[config.mk]
export PLATFORM = sky130hd
export DESIGN_NAME = router_1xn
export DESIGN_NICKNAME = d
export VERILOG_FILES = /design/src/rtl/router_pkg.sv /design/src/rtl/router_fifo.sv /design/src/rtl/router_1xn.sv
export SDC_FILE = /design/constraint.sdc
export NUM_CORES = 1
export LEC_CHECK = 0
export CAP_MARGIN = 20
export CORE_MARGIN = 2
export CORE_UTILIZATION = 63
export DETAILED_ROUTE_END_ITERATION = 6
export PLACE_DENSITY = 0.89
export SETUP_SLACK_MARGIN = 0.2
export SYNTH_ARGS = -nofsm -noshare
export SYNTH_HDL_FRONTEND = slang
export SYNTH_SLANG_ARGS = --single-unit
[constraint.sdc]
create_clock -name clk -period 4.7 [get_ports clk]
set_input_delay 0.94 -clock clk [delete_from_list [all_inputs] [get_ports clk]]
set_output_delay 0.94 -clock clk [all_outputs]
set_load 0.01 [all_outputs]
[src/rtl/router_pkg.sv]
// Shared types and header-field helpers for the 1-to-N packet router.
package router_pkg;

  typedef enum logic [1:0] {
    IDLE   = 2'd0,
    LOAD   = 2'd1,
    PARITY = 2'd2,
    CHECK  = 2'd3
  } router_state_e;

  // Header layout: low addr_w bits select the channel, the rest carry LEN.
  function automatic logic [31:0] hdr_addr(input logic [31:0] hdr, input int unsigned addr_w);
    return hdr & ((32'd1 << addr_w) - 32'd1);
  endfunction

  function automatic logic [31:0] hdr_len(input logic [31:0] hdr, input int unsigned addr_w);
    return hdr >> addr_w;
  endfunction

endpackage

[src/rtl/router_fifo.sv]
// Per-channel synchronous FIFO with registered read data.
// Optional idle-read flush is enabled by defining ROUTER_TIMEOUT_EN.
module router_fifo #(
  parameter int DATA_W  = 8,
  parameter int DEPTH   = 16,
  parameter int TIMEOUT = 30
) (
  input  logic              clk,
  input  logic              rst,
  input  logic              wr_en_i,
  input  logic [DATA_W-1:0] wr_data_i,
  input  logic              rd_en_i,
  output logic [DATA_W-1:0] rd_data_o,
  output logic              full_o,
  output logic              empty_o
);

  localparam int AW = $clog2(DEPTH);

  if (DEPTH < 2 || (DEPTH & (DEPTH - 1)) != 0 || TIMEOUT < 1) begin : g_param_check
    $error("router_fifo: DEPTH must be a power of two >= 2 and TIMEOUT >= 1");
  end

  logic [DATA_W-1:0] mem [DEPTH];
  logic [AW:0]       wr_ptr_q, rd_ptr_q;
  logic [DATA_W-1:0] rd_data_q;
  logic              do_wr, do_rd, flush;

  assign empty_o   = (wr_ptr_q == rd_ptr_q);
  assign full_o    = (wr_ptr_q[AW] != rd_ptr_q[AW]) && (wr_ptr_q[AW-1:0] == rd_ptr_q[AW-1:0]);
  assign do_wr     = wr_en_i && !full_o;
  assign do_rd     = rd_en_i && !empty_o;
  assign rd_data_o = rd_data_q;

`ifdef ROUTER_TIMEOUT_EN
  localparam int TO_W = $clog2(TIMEOUT + 1);
  logic [TO_W-1:0] to_cnt_q;

  assign flush = (to_cnt_q == TO_W'(TIMEOUT));

  always_ff @(posedge clk or posedge rst) begin
    if (rst) begin
      to_cnt_q <= '0;
    end else if (flush || empty_o || rd_en_i) begin
      to_cnt_q <= '0;
    end else begin
      to_cnt_q <= to_cnt_q + TO_W'(1);
    end
  end
`else
  assign flush = 1'b0;
`endif

  always_ff @(posedge clk) begin
    if (do_wr && !flush) begin
      mem[wr_ptr_q[AW-1:0]] <= wr_data_i;
    end
  end

  // A flush discards everything, including a byte arriving on the same edge.
  always_ff @(posedge clk or posedge rst) begin
    if (rst) begin
      wr_ptr_q  <= '0;
      rd_ptr_q  <= '0;
      rd_data_q <= '0;
    end else if (flush) begin
      rd_ptr_q <= wr_ptr_q;
    end else begin
      if (do_wr) begin
        wr_ptr_q <= wr_ptr_q + (AW+1)'(1);
      end
      if (do_rd) begin
        rd_ptr_q  <= rd_ptr_q + (AW+1)'(1);
        rd_data_q <= mem[rd_ptr_q[AW-1:0]];
      end
    end
  end

endmodule

[src/rtl/router_1xn.sv]
// 1-to-NCH packet router: header/payload/parity framing, parity check, per-channel FIFOs.
// Optional FIFO idle flush: define ROUTER_TIMEOUT_EN.
module router_1xn
  import router_pkg::*;
#(
  parameter int DATA_W  = 8,
  parameter int NCH     = 3,
  parameter int DEPTH   = 16,
  parameter int TIMEOUT = 30
) (
  input  logic                  clk,
  input  logic                  rst,
  input  logic                  pkt_vld,
  input  logic [DATA_W-1:0]     din,
  output logic                  busy,
  output logic                  err,
  output logic [NCH-1:0]        vld_out,
  input  logic [NCH-1:0]        renb,
  output logic [NCH*DATA_W-1:0] dout
);

  localparam int ADDR_W = $clog2(NCH);
  localparam int CNT_W  = DATA_W - ADDR_W;

  if (NCH < 2) begin : g_param_check
    $error("router_1xn: NCH must be >= 2");
  end

  router_state_e     state_q;
  logic [ADDR_W-1:0] addr_q;
  logic [CNT_W-1:0]  len_q, cnt_q, cnt_d;
  logic [DATA_W-1:0] par_q;
  logic              par_bad_q;
  logic              err_q;

  logic [ADDR_W-1:0] hdr_a, tgt_addr;
  logic [CNT_W-1:0]  hdr_l;
  logic              tgt_ok, tgt_full, accept;
  logic [NCH-1:0]    full, empty, wr_en;

  assign hdr_a = ADDR_W'(hdr_addr(32'(din), ADDR_W));
  assign hdr_l = CNT_W'(hdr_len(32'(din), ADDR_W));

  // While idle the incoming byte is the header, so it names the target directly.
  assign tgt_addr = (state_q == IDLE) ? hdr_a : addr_q;
  assign tgt_ok   = (int'(tgt_addr) < NCH);
  assign cnt_d    = cnt_q + CNT_W'(1);

  always_comb begin
    tgt_full = 1'b0;
    for (int i = 0; i < NCH; i++) begin
      if (int'(tgt_addr) == i) tgt_full = full[i];
    end
  end

  always_comb begin
    busy = 1'b0;
    unique case (state_q)
      IDLE:         busy = pkt_vld && tgt_full;
      LOAD, PARITY: busy = tgt_full;
      CHECK:        busy = 1'b1;
      default:      busy = 1'b0;
    endcase
  end

  assign accept = pkt_vld && !busy;

  always_comb begin
    wr_en = '0;
    for (int i = 0; i < NCH; i++) begin
      wr_en[i] = accept && tgt_ok && (int'(tgt_addr) == i);
    end
  end

  always_ff @(posedge clk or posedge rst) begin
    if (rst) begin
      state_q   <= IDLE;
      addr_q    <= '0;
      len_q     <= '0;
      cnt_q     <= '0;
      par_q     <= '0;
      par_bad_q <= 1'b0;
      err_q     <= 1'b0;
    end else begin
      unique case (state_q)
        IDLE: if (accept) begin
          addr_q  <= hdr_a;
          len_q   <= hdr_l;
          cnt_q   <= '0;
          par_q   <= din;
          err_q   <= 1'b0;
          state_q <= (hdr_l == '0) ? PARITY : LOAD;
        end
        LOAD: if (accept) begin
          par_q <= par_q ^ din;
          cnt_q <= cnt_d;
          if (cnt_d == len_q) state_q <= PARITY;
        end
        PARITY: if (accept) begin
          par_bad_q <= (par_q != din);
          state_q   <= CHECK;
        end
        CHECK: begin
          err_q   <= par_bad_q || !tgt_ok;
          state_q <= IDLE;
        end
        default: state_q <= IDLE;
      endcase
    end
  end

  assign err = err_q;

  for (genvar g = 0; g < NCH; g++) begin : g_ch
    router_fifo #(
      .DATA_W (DATA_W),
      .DEPTH  (DEPTH),
      .TIMEOUT(TIMEOUT)
    ) u_fifo (
      .clk      (clk),
      .rst      (rst),
      .wr_en_i  (wr_en[g]),
      .wr_data_i(din),
      .rd_en_i  (renb[g]),
      .rd_data_o(dout[g*DATA_W +: DATA_W]),
      .full_o   (full[g]),
      .empty_o  (empty[g])
    );
    assign vld_out[g] = !empty[g];
  end

endmodule

==> results of run 1 <==
-- worst max-delay path by stage --
stage | end
after global placement | busy
final | busy
after CTS | busy
after detailed placement | g_ch[0].u_fifo.mem[8][6]
after global routing | busy
after floorplan | g_ch[2].u_fifo.mem[0][0]
-- critical path: stages, from the launching register on --
cell and delay, ns:
dfrtp_1 0.38, inv_1 0.10, ha_1 0.38, or3b_1 0.46, a21oi_1 0.25, a32oi_2 0.18
nand2_1 0.15, a21oi_1 0.07, o21ai_0 0.21, clkdlybuf4s50_1 0.58
-- layout make-up --
class | count | area, µm² | area share [%]
clock buffer | 62 | 1200 | 5.61
clock inverter | 19 | 161 | 0.755
inverter | 17 | 65.1 | 0.304
multi-input combinational | 456 | 5210 | 24.4
sequential | 464 | 13500 | 63.3
tap | 390 | 488 | 2.28
timing repair buffer | 81 | 723 | 3.38
-- flip-flops by register name, summed over array words and instances (netlist names) --
| name | cells |
|---|---|
| g_ch.u_fifo.wr_ptr_q | 15 |
| err | 1 |
| g_ch.u_fifo.rd_ptr_q | 15 |
| g_ch.u_fifo.mem | 384 |
| par_bad_q | 1 |
| state_q | 2 |
| par_q | 8 |
| cnt_q | 6 |
| addr_q | 2 |
| len_q | 6 |
| g_ch.u_fifo.rd_data_o | 24 |
-- routing by layer --
| metal | global-route usage, % | vias to the layer above | wire [µm] |
|---|---|---|---|
| li1 | - | 4101 | - |
| met1 | 38.1 | 5158 | 15600 |
| met2 | 46.6 | 563 | 21500 |
| met3 | 4.33 | 93 | 3440 |
| met4 | 8.09 | 0 | 1180 |
| met5 | 0 | - | 0 |
-- kinds of logic (layout without fill, tap and decap cells) --
logic type	Yosys count	count (layout)	share of synthesized area, %
DFF	464	464	71.1
and+or+nand+nor	167	167	4.78
muxes	154	154	16.2
buffers and inverters	67	179	1.58
AOI/OAI and AO/OA	58	58	2.35
xor gates and xnor gates	56	56	2.58
adders and majority gates	21	21	1.38
-- synth_stat cells (6+ instances only) --
master	number	area share (%)
buf_2	20	0.53
mux2_1	11	0.65
a21oi_1	22	0.58
a311oi_2	8	0.63
nand2_1	43	0.85
nand2b_1	7	0.23
clkbuf_1	17	0.34
nand4_1	11	0.36
ha_1	21	1.4
nor4b_1	6	0.28
inv_1	17	0.34
xor2_1	25	1.2
nor2_1	28	0.55
edfxtp_1	384	61
nor3_1	13	0.34
dfrtp_1	80	11
mux2_2	22	1.3
nand3_1	20	0.53
mux4_2	120	14
buf_1	8	0.16
and3_1	12	0.39
o21ai_0	7	0.18
xnor2_1	31	1.4
-- where the power goes --
part           leakage [µW]  internal (µW)  switching (µW)
Sequential          0.00442           4950             435
Clock              0.000648           1900            1470
Combinational       0.00219           2020            2160
Total               0.00726           8870            4060
-- stage by stage --
stage                     hold slack, ns  cells  instance area (µm²)
after floorplan                    0.466    987                19000
after global placement             0.463   1404                19900
after detailed placement           0.471   1404                19900
after CTS                          0.486   1485                21300
after global routing               0.499   1489                21400
final                              0.487   1489                21400
==> summary.txt, run 1 <==
Cells and area
  – Most frequent cells in the layout: 384 x edfxtp_1, 120 x mux4_2, 77 x dfrtp_1, 45 x clkbuf_16, 43 x nand2_1
  – Syn-to-layout area delta: 12.4%
  – Nets: 1099
  – Fill count: 1655
  – Antenna Cells: 0
  – Fin util: 71.9%
  – Share of layout cells above drive strength 1: roughly 25%
  – Most common cell after layout, fill and taps aside: edfxtp_1

Clocking
  – Resize count post-CTS: 0
  – CTS Buf Count: 44
  – CTS Hold Buffers Added: 0
  – H-Tree Level Count: 2
  – TritonCTS clock tree: built
  – Clk Latency, worst-skew pair: 0.54 ns
  – # Post-CTS Setup Buffers: 0
  – CTS Buffer Depth: 3
  – CTS sink cnt: 464
  – Reg clk slew, reported paths: approximately 0.06 ns
  – Clock root cell: clkbuf_16

Flow run
  – Max-Cap Viols: 0

Global routing
  – Total track usage: 27.6%
  – GR Overflow Total: 0
  – Wire length of the first global-routing pass: 63.5 mm
  – Pin count of the biggest net entering global routing: 54
  – Antenna violations before repair: 1
  – Vias in the first global route: 10200

Yosys
  – Synthesized flop and latch total: 464
  – Post-Syn Nets: between 1000 and 1500
  – Syn Std Cell Area: 19000 µm²
  – Synth async-reset ratio: 17.2%
  – Distinct cells, synth: 54
  – Most used DFF post-synth: edfxtp_1
  – YS warnings: 0
  – Post-synth EDFFs: around 380
  – Syn Inst Count: 987
  – Post-Syn Area per Cell: 19.3 µm²
  – Sequential-to-total area share from yosys stat: 71.1%

Timing
  – Sum Neg Setup Slack: 0 ns
  – Setup ws final: 0.473 ns
  – Max Freq: 237 MHz
  – Setup repair after global routing missed its margin: no
  – Worst slew margin: 32.5%
  – Crit path time final: 4.23 ns
  – # setup viols final: 0
  – Clk_skew: 0.0157 ns
  – Tcrit/Tclk final: 89.9%
  – Slew Limit Fails: 0
  – Worst slew pin tran: 1.01 ns
  – Final hold viol count: 0

Power
  – Leakage: roughly 0.0073 µW
  – Tot Pwr: 12900 µW
  – Worst VDD drop: roughly 0.5 mV
  – Pwr Density: around 600 nW/µm²

Detailed routing
  – WL/cell: 28.0 µm
  – Initial DRC Count: about 1300
  – Vias per cell: between 6 and 7
  – Final ANT Viol Nets: 0
  – First-pass DRT Iterations: 5
  – WL final: 41.8 mm
  – Drc violations: 0
  – Vias: 9915

Setup path
  – Reg-to-reg setup timing slack: 0.98 ns
  – Reg2Reg Depth: 8
  – R2r endpoint: g_ch[0].u_fifo.mem[8][2]
  – CP Class: reg -> out
  – Start point of the critical path: state_q[0]
  – WP data arrival: 3.29 ns
  – Required time worst endpoint: between 3 and 4 ns
  – CP max FO: 16
  – Reg-to-Reg Start: state_q[0]
  – CP Launch Type: flip-flop
  – Crit end category: primary output

Worst hold path
  – Worst hold path stage count: 2
  – Hold_sp: g_ch[2].u_fifo.rd_data_o[3]
  – Hold Path Class: reg -> reg
  – Hold worst-path end: g_ch[2].u_fifo.rd_data_o[3]

Floorplanning
  – Die area: 31600 µm²
  – Die Height: 178 µm
  – Row count: 63
  – Die width: 178 µm
  – Core area: around 30000 µm²
  – IO Count: 43
  – Initial Utilization: about 64%

Placed design
  – Final weighted congestion in routability-driven placement: 0.827
  – DP HPWL: 24.7 mm
  – Pre-CTS setup slack: 0.833 ns
  – Port bufs: 42

Outcome
  – Status: completed
No activity file was read; power rests on OpenSTA's default activity.
==> run 2, diff against run 1 <==
--- a/config.mk
+++ b/config.mk
@@ -13,4 +13,5 @@
 export SETUP_SLACK_MARGIN = 0.2
 export SYNTH_ARGS = -nofsm -noshare
 export SYNTH_HDL_FRONTEND = slang
+export SYNTH_HIERARCHICAL = 1
 export SYNTH_SLANG_ARGS = --single-unit
==> run 2 against run 1 <==
Largest power group unchanged. Maximum frequency is 2.0% lower. Total power grew 2.7%. Via count grew 4.8%. Sequential power about the same. Core utilization decreased by 0.87 points. Critical path type unchanged. Worst hold slack better by 0.019 ns. Synthesized area up 3.1%. Non-clock buffer count fell by 16. Setup slack got worse by 0.088 ns. Sequential share of layout area decreased by 1.2 points. Cell area increased by 2.0%.
==> summary.txt, run 2 <==
Floorplanning
  – IO Count: 43 (unchanged)
  – Die width: 180 µm (+1.5%)
  – Row count: 64 (+1.6%)
  – Die area: 32600 µm² (+3.1%)
  – Core area: 30700 µm² (+3.2%)
  – Initial Utilization: 64.0% (about the same)
  – Die Height: 180 µm (+1.5%)

Setup path
  – Reg2Reg Depth: 8 (unchanged)
  – R2r endpoint: g_ch[0].u_fifo/mem[12][5]
  – Crit-path cells: xnor2_1 -> nand4_2 -> nor2_1 -> o21ai_1 -> o21ai_0 -> a21oi_1 -> o22ai_1 -> clkdlybuf4s50_1
  – CP endpoint: busy
  – Worst path slowest cell: dfrtp_1
  – Crit end category: primary output
  – Buffers and inverters on the worst path: 1 (-1)
  – Worst path top cell family by delay: flip-flops
  – CP max FO: 19 (+3)
  – Reg-to-Reg Start: state_q[1]
  – CP Launch Type: flip-flop
  – CP Class: reg -> out
  – Worst stage delay on the critical path: 0.81 ns (+0.23 ns)
  – Critical Path Stages: 8 (-1)
  – WP data arrival: 3.37 ns (+0.08 ns)
  – Required time worst endpoint: 3.76 ns (about the same)
  – Start point of the critical path: g_ch[2].u_fifo/rd_ptr_q[3]
  – Reg-to-reg setup timing slack: 0.72 ns (-0.26 ns)

Yosys
  – YS warnings: 6 (+6)
  – Count leader, synth: edfxtp_1
  – Post-synth EDFFs: 384 (unchanged)
  – Synth area leader: edfxtp_1
  – Post-Syn Area per Cell: 18.2 µm² (-5.6%)
  – Top cells by area, synth: edfxtp_1 59%, dfrtp_1 10%, mux4_1 5.2%, mux4_2 3.8%, mux2_2 3.7%
  – Post-Syn Nets: 1113 (+8.9%)
  – Syn Inst Count: 1078 (+9.2%)
  – Most frequent cells after synthesis: 384 x edfxtp_1, 80 x dfrtp_1, 65 x mux2_2
  – Yosys top cell area share: 58.8% (-1.8 points)
  – Synth async-reset ratio: 17.2% (unchanged)
  – Sequential-to-total area share from yosys stat: 69.0% (-2.2 points)
  – Distinct cells, synth: 54 (unchanged)
  – Syn Std Cell Area: 19600 µm² (+3.1%)
  – Synthesized flop and latch total: 464 (unchanged)
  – Most used DFF post-synth: edfxtp_1

Detailed routing
  – Vias: 10400 (+4.8%)
  – Drc violations: 0 (unchanged)
  – Final ANT Viol Nets: 0 (unchanged)
  – Vias per cell: 6.62 (-0.53%)
  – First-pass DRT Iterations: 6 (+1)
  – Initial DRC Count: 1307 (+1.4%)
  – WL/cell: 27.0 µm (-3.6%)
  – WL final: 42.4 mm (+1.5%)

Cells and area
  – Syn-to-layout area delta: 11.1%
  – Share of layout cells above drive strength 1: 18.1% (-6.6 points)
  – Fill count: 1725 (+4.2%)
  – Most common cell after layout, fill and taps aside: edfxtp_1
  – Most frequent cells in the layout: 384 x edfxtp_1, 76 x dfrtp_1, 65 x mux2_2, 51 x mux2i_1, 47 x clkbuf_16
  – Max reg flops: 384 (unchanged)
  – Nets: 1171 (+6.6%)
  – Antenna Cells: 0 (unchanged)

Timing
  – Sum Neg Setup Slack: 0 ns (unchanged)
  – Clk_skew: 0.0151 ns (-0.000684 ns)
  – Max Freq: 232 MHz (-2.0%)
  – Crit path time final: 4.31 ns (+0.0879 ns)
  – Worst slew pin tran: 0.861 ns (-0.151 ns)
  – Tcrit/Tclk final: 91.8% (+1.9 points)
  – Worst slew margin: 42.6% (+10 points)
  – Final hold viol count: 0 (unchanged)
  – Setup repair after global routing missed its margin: no
  – Final hold slack: 0.507 ns (+0.0192 ns)
  – # setup viols final: 0 (unchanged)
  – Slew Limit Fails: 0 (unchanged)

Clocking
  – TritonCTS clock tree: built
  – Clk Latency, worst-skew pair: 0.54 ns (about the same)
  – CTS Buf Count: 45 (+2.3%)
  – Clock root cell: clkbuf_16
  – H-Tree Level Count: 2 (unchanged)
  – # Post-CTS Setup Buffers: 0 (unchanged)
  – CTS sink cnt: 464 (unchanged)
  – CTS Buffer Depth: 3 (unchanged)
  – Reg clk slew, reported paths: 0.06 ns (about the same)

Global routing
  – Antenna violations before repair: 0 (-1)
  – Grt met1 use: 36.6% (-1.5 points)
  – Wire length of the first global-routing pass: 64.4 mm (+1.4%)
  – GR Overflow Total: 0 (unchanged)
  – Busiest grt layer: met2
  – Met2 usage: 43.0% (-3.6 points)
  – Pin count of the biggest net entering global routing: 54 (unchanged)
  – Vias in the first global route: 10600 (+4.4%)
  – GR met3 Demand/Resource: 4.63% (+0.30 points)
  – Total track usage: 26.2% (-1.5 points)

Outcome
  – Status: completed

Flow run
  – Max-Cap Viols: 0 (unchanged)

Placed design
  – DP HPWL: 25.7 mm (+4.4%)
  – Final weighted congestion in routability-driven placement: 0.839 (+1.5%)
  – Port bufs: 42 (unchanged)

Power
  – Pwr Density: 609 nW/µm² (+0.72%)
  – Worst VDD drop: 0.304 mV (-39%)
  – Leakage: 0.00772 µW (+6.4%)

Worst hold path
  – Hold Path Class: reg -> reg
## run 2: cells by family (layout without fill, tap and decap cells)
family	Yosys count	in the layout	synth area share, %
and+or+nand+nor	141	141	4.24
adders and majority gates	21	21	1.34
muxes	190	190	15.5
DFF	464	464	69.0
xor gates and xnor gates	58	58	2.59
AOI/OAI and AO/OA	129	129	5.44
buffers and inverters	75	169	1.95
## run 2: worst min path at each step
stage	end	slack, ns	start	depth (start not counted)
after floorplan	len_q[0]	0.50	len_q[0]	1
after global placement	g_ch[2].u_fifo/rd_data_o[2]	0.48	g_ch[2].u_fifo/rd_data_o[2]	1
after detailed placement	g_ch[1].u_fifo/rd_data_o[6]	0.50	g_ch[1].u_fifo/rd_data_o[6]	1
after CTS	g_ch[0].u_fifo/rd_data_o[6]	0.51	g_ch[0].u_fifo/rd_data_o[6]	1
after global routing	g_ch[1].u_fifo/rd_data_o[0]	0.52	g_ch[1].u_fifo/rd_data_o[0]	1
final	g_ch[0].u_fifo/rd_data_o[2]	0.51	g_ch[0].u_fifo/rd_data_o[2]	1
## run 2: timing repair
item	CTS	global route
resized for setup	0	2
hold buffers	0	0
setup endpoints to repair	0	9
## run 2: where the power goes
part	switching, µW	internal, µW
clock network	1460	1990
registers	467	4940
logic	2330	2110
## run 2: worst register-to-register path, delay by kind of cell, from the launching register on
family	cells	cell delay (ns)
fa+ha+maj	1	0.38
mux	2	0.78
compound gates	2	1.01
buf+inv	1	0.15
flops	1	0.42
simple gates	2	0.88
## run 2: stage by stage
step | std cells | setup WS (ns) | utilization (%) | power (µW) | cell area, µm²
finish | 1568 | 0.385 | 71.1 | 13300 | 21800
global route | 1568 | 0.275 | 71.1 | 13800 | 21800
CTS | 1567 | 0.285 | 71.0 | 13300 | 21800
detailed placement | 1484 | 0.498 | 66.4 | 9750 | 20400
global placement | 1484 | 0.582 | 66.4 | 9600 | 20400
floorplan | 1078 | 1.20 | - | 8560 | 19600
## run 2: cell type report
cell class	count	area [µm²]	share of cell area, %
Tap cell	396	495	2.27
Timing Repair Buffer	65	573	2.63
Clock buffer	67	1270	5.83
Clock inverter	16	135	0.620
Multi-Input combinational cell	539	5710	26.2
Sequential cell	464	13500	62.1
Inverter	21	78.8	0.362
## run 2: per-layer routing
metal	vias up	share of wire, %
li1	4456	-
met1	5294	40
met2	560	50
met3	76	8.0
met4	0	2.3
met5	-	0
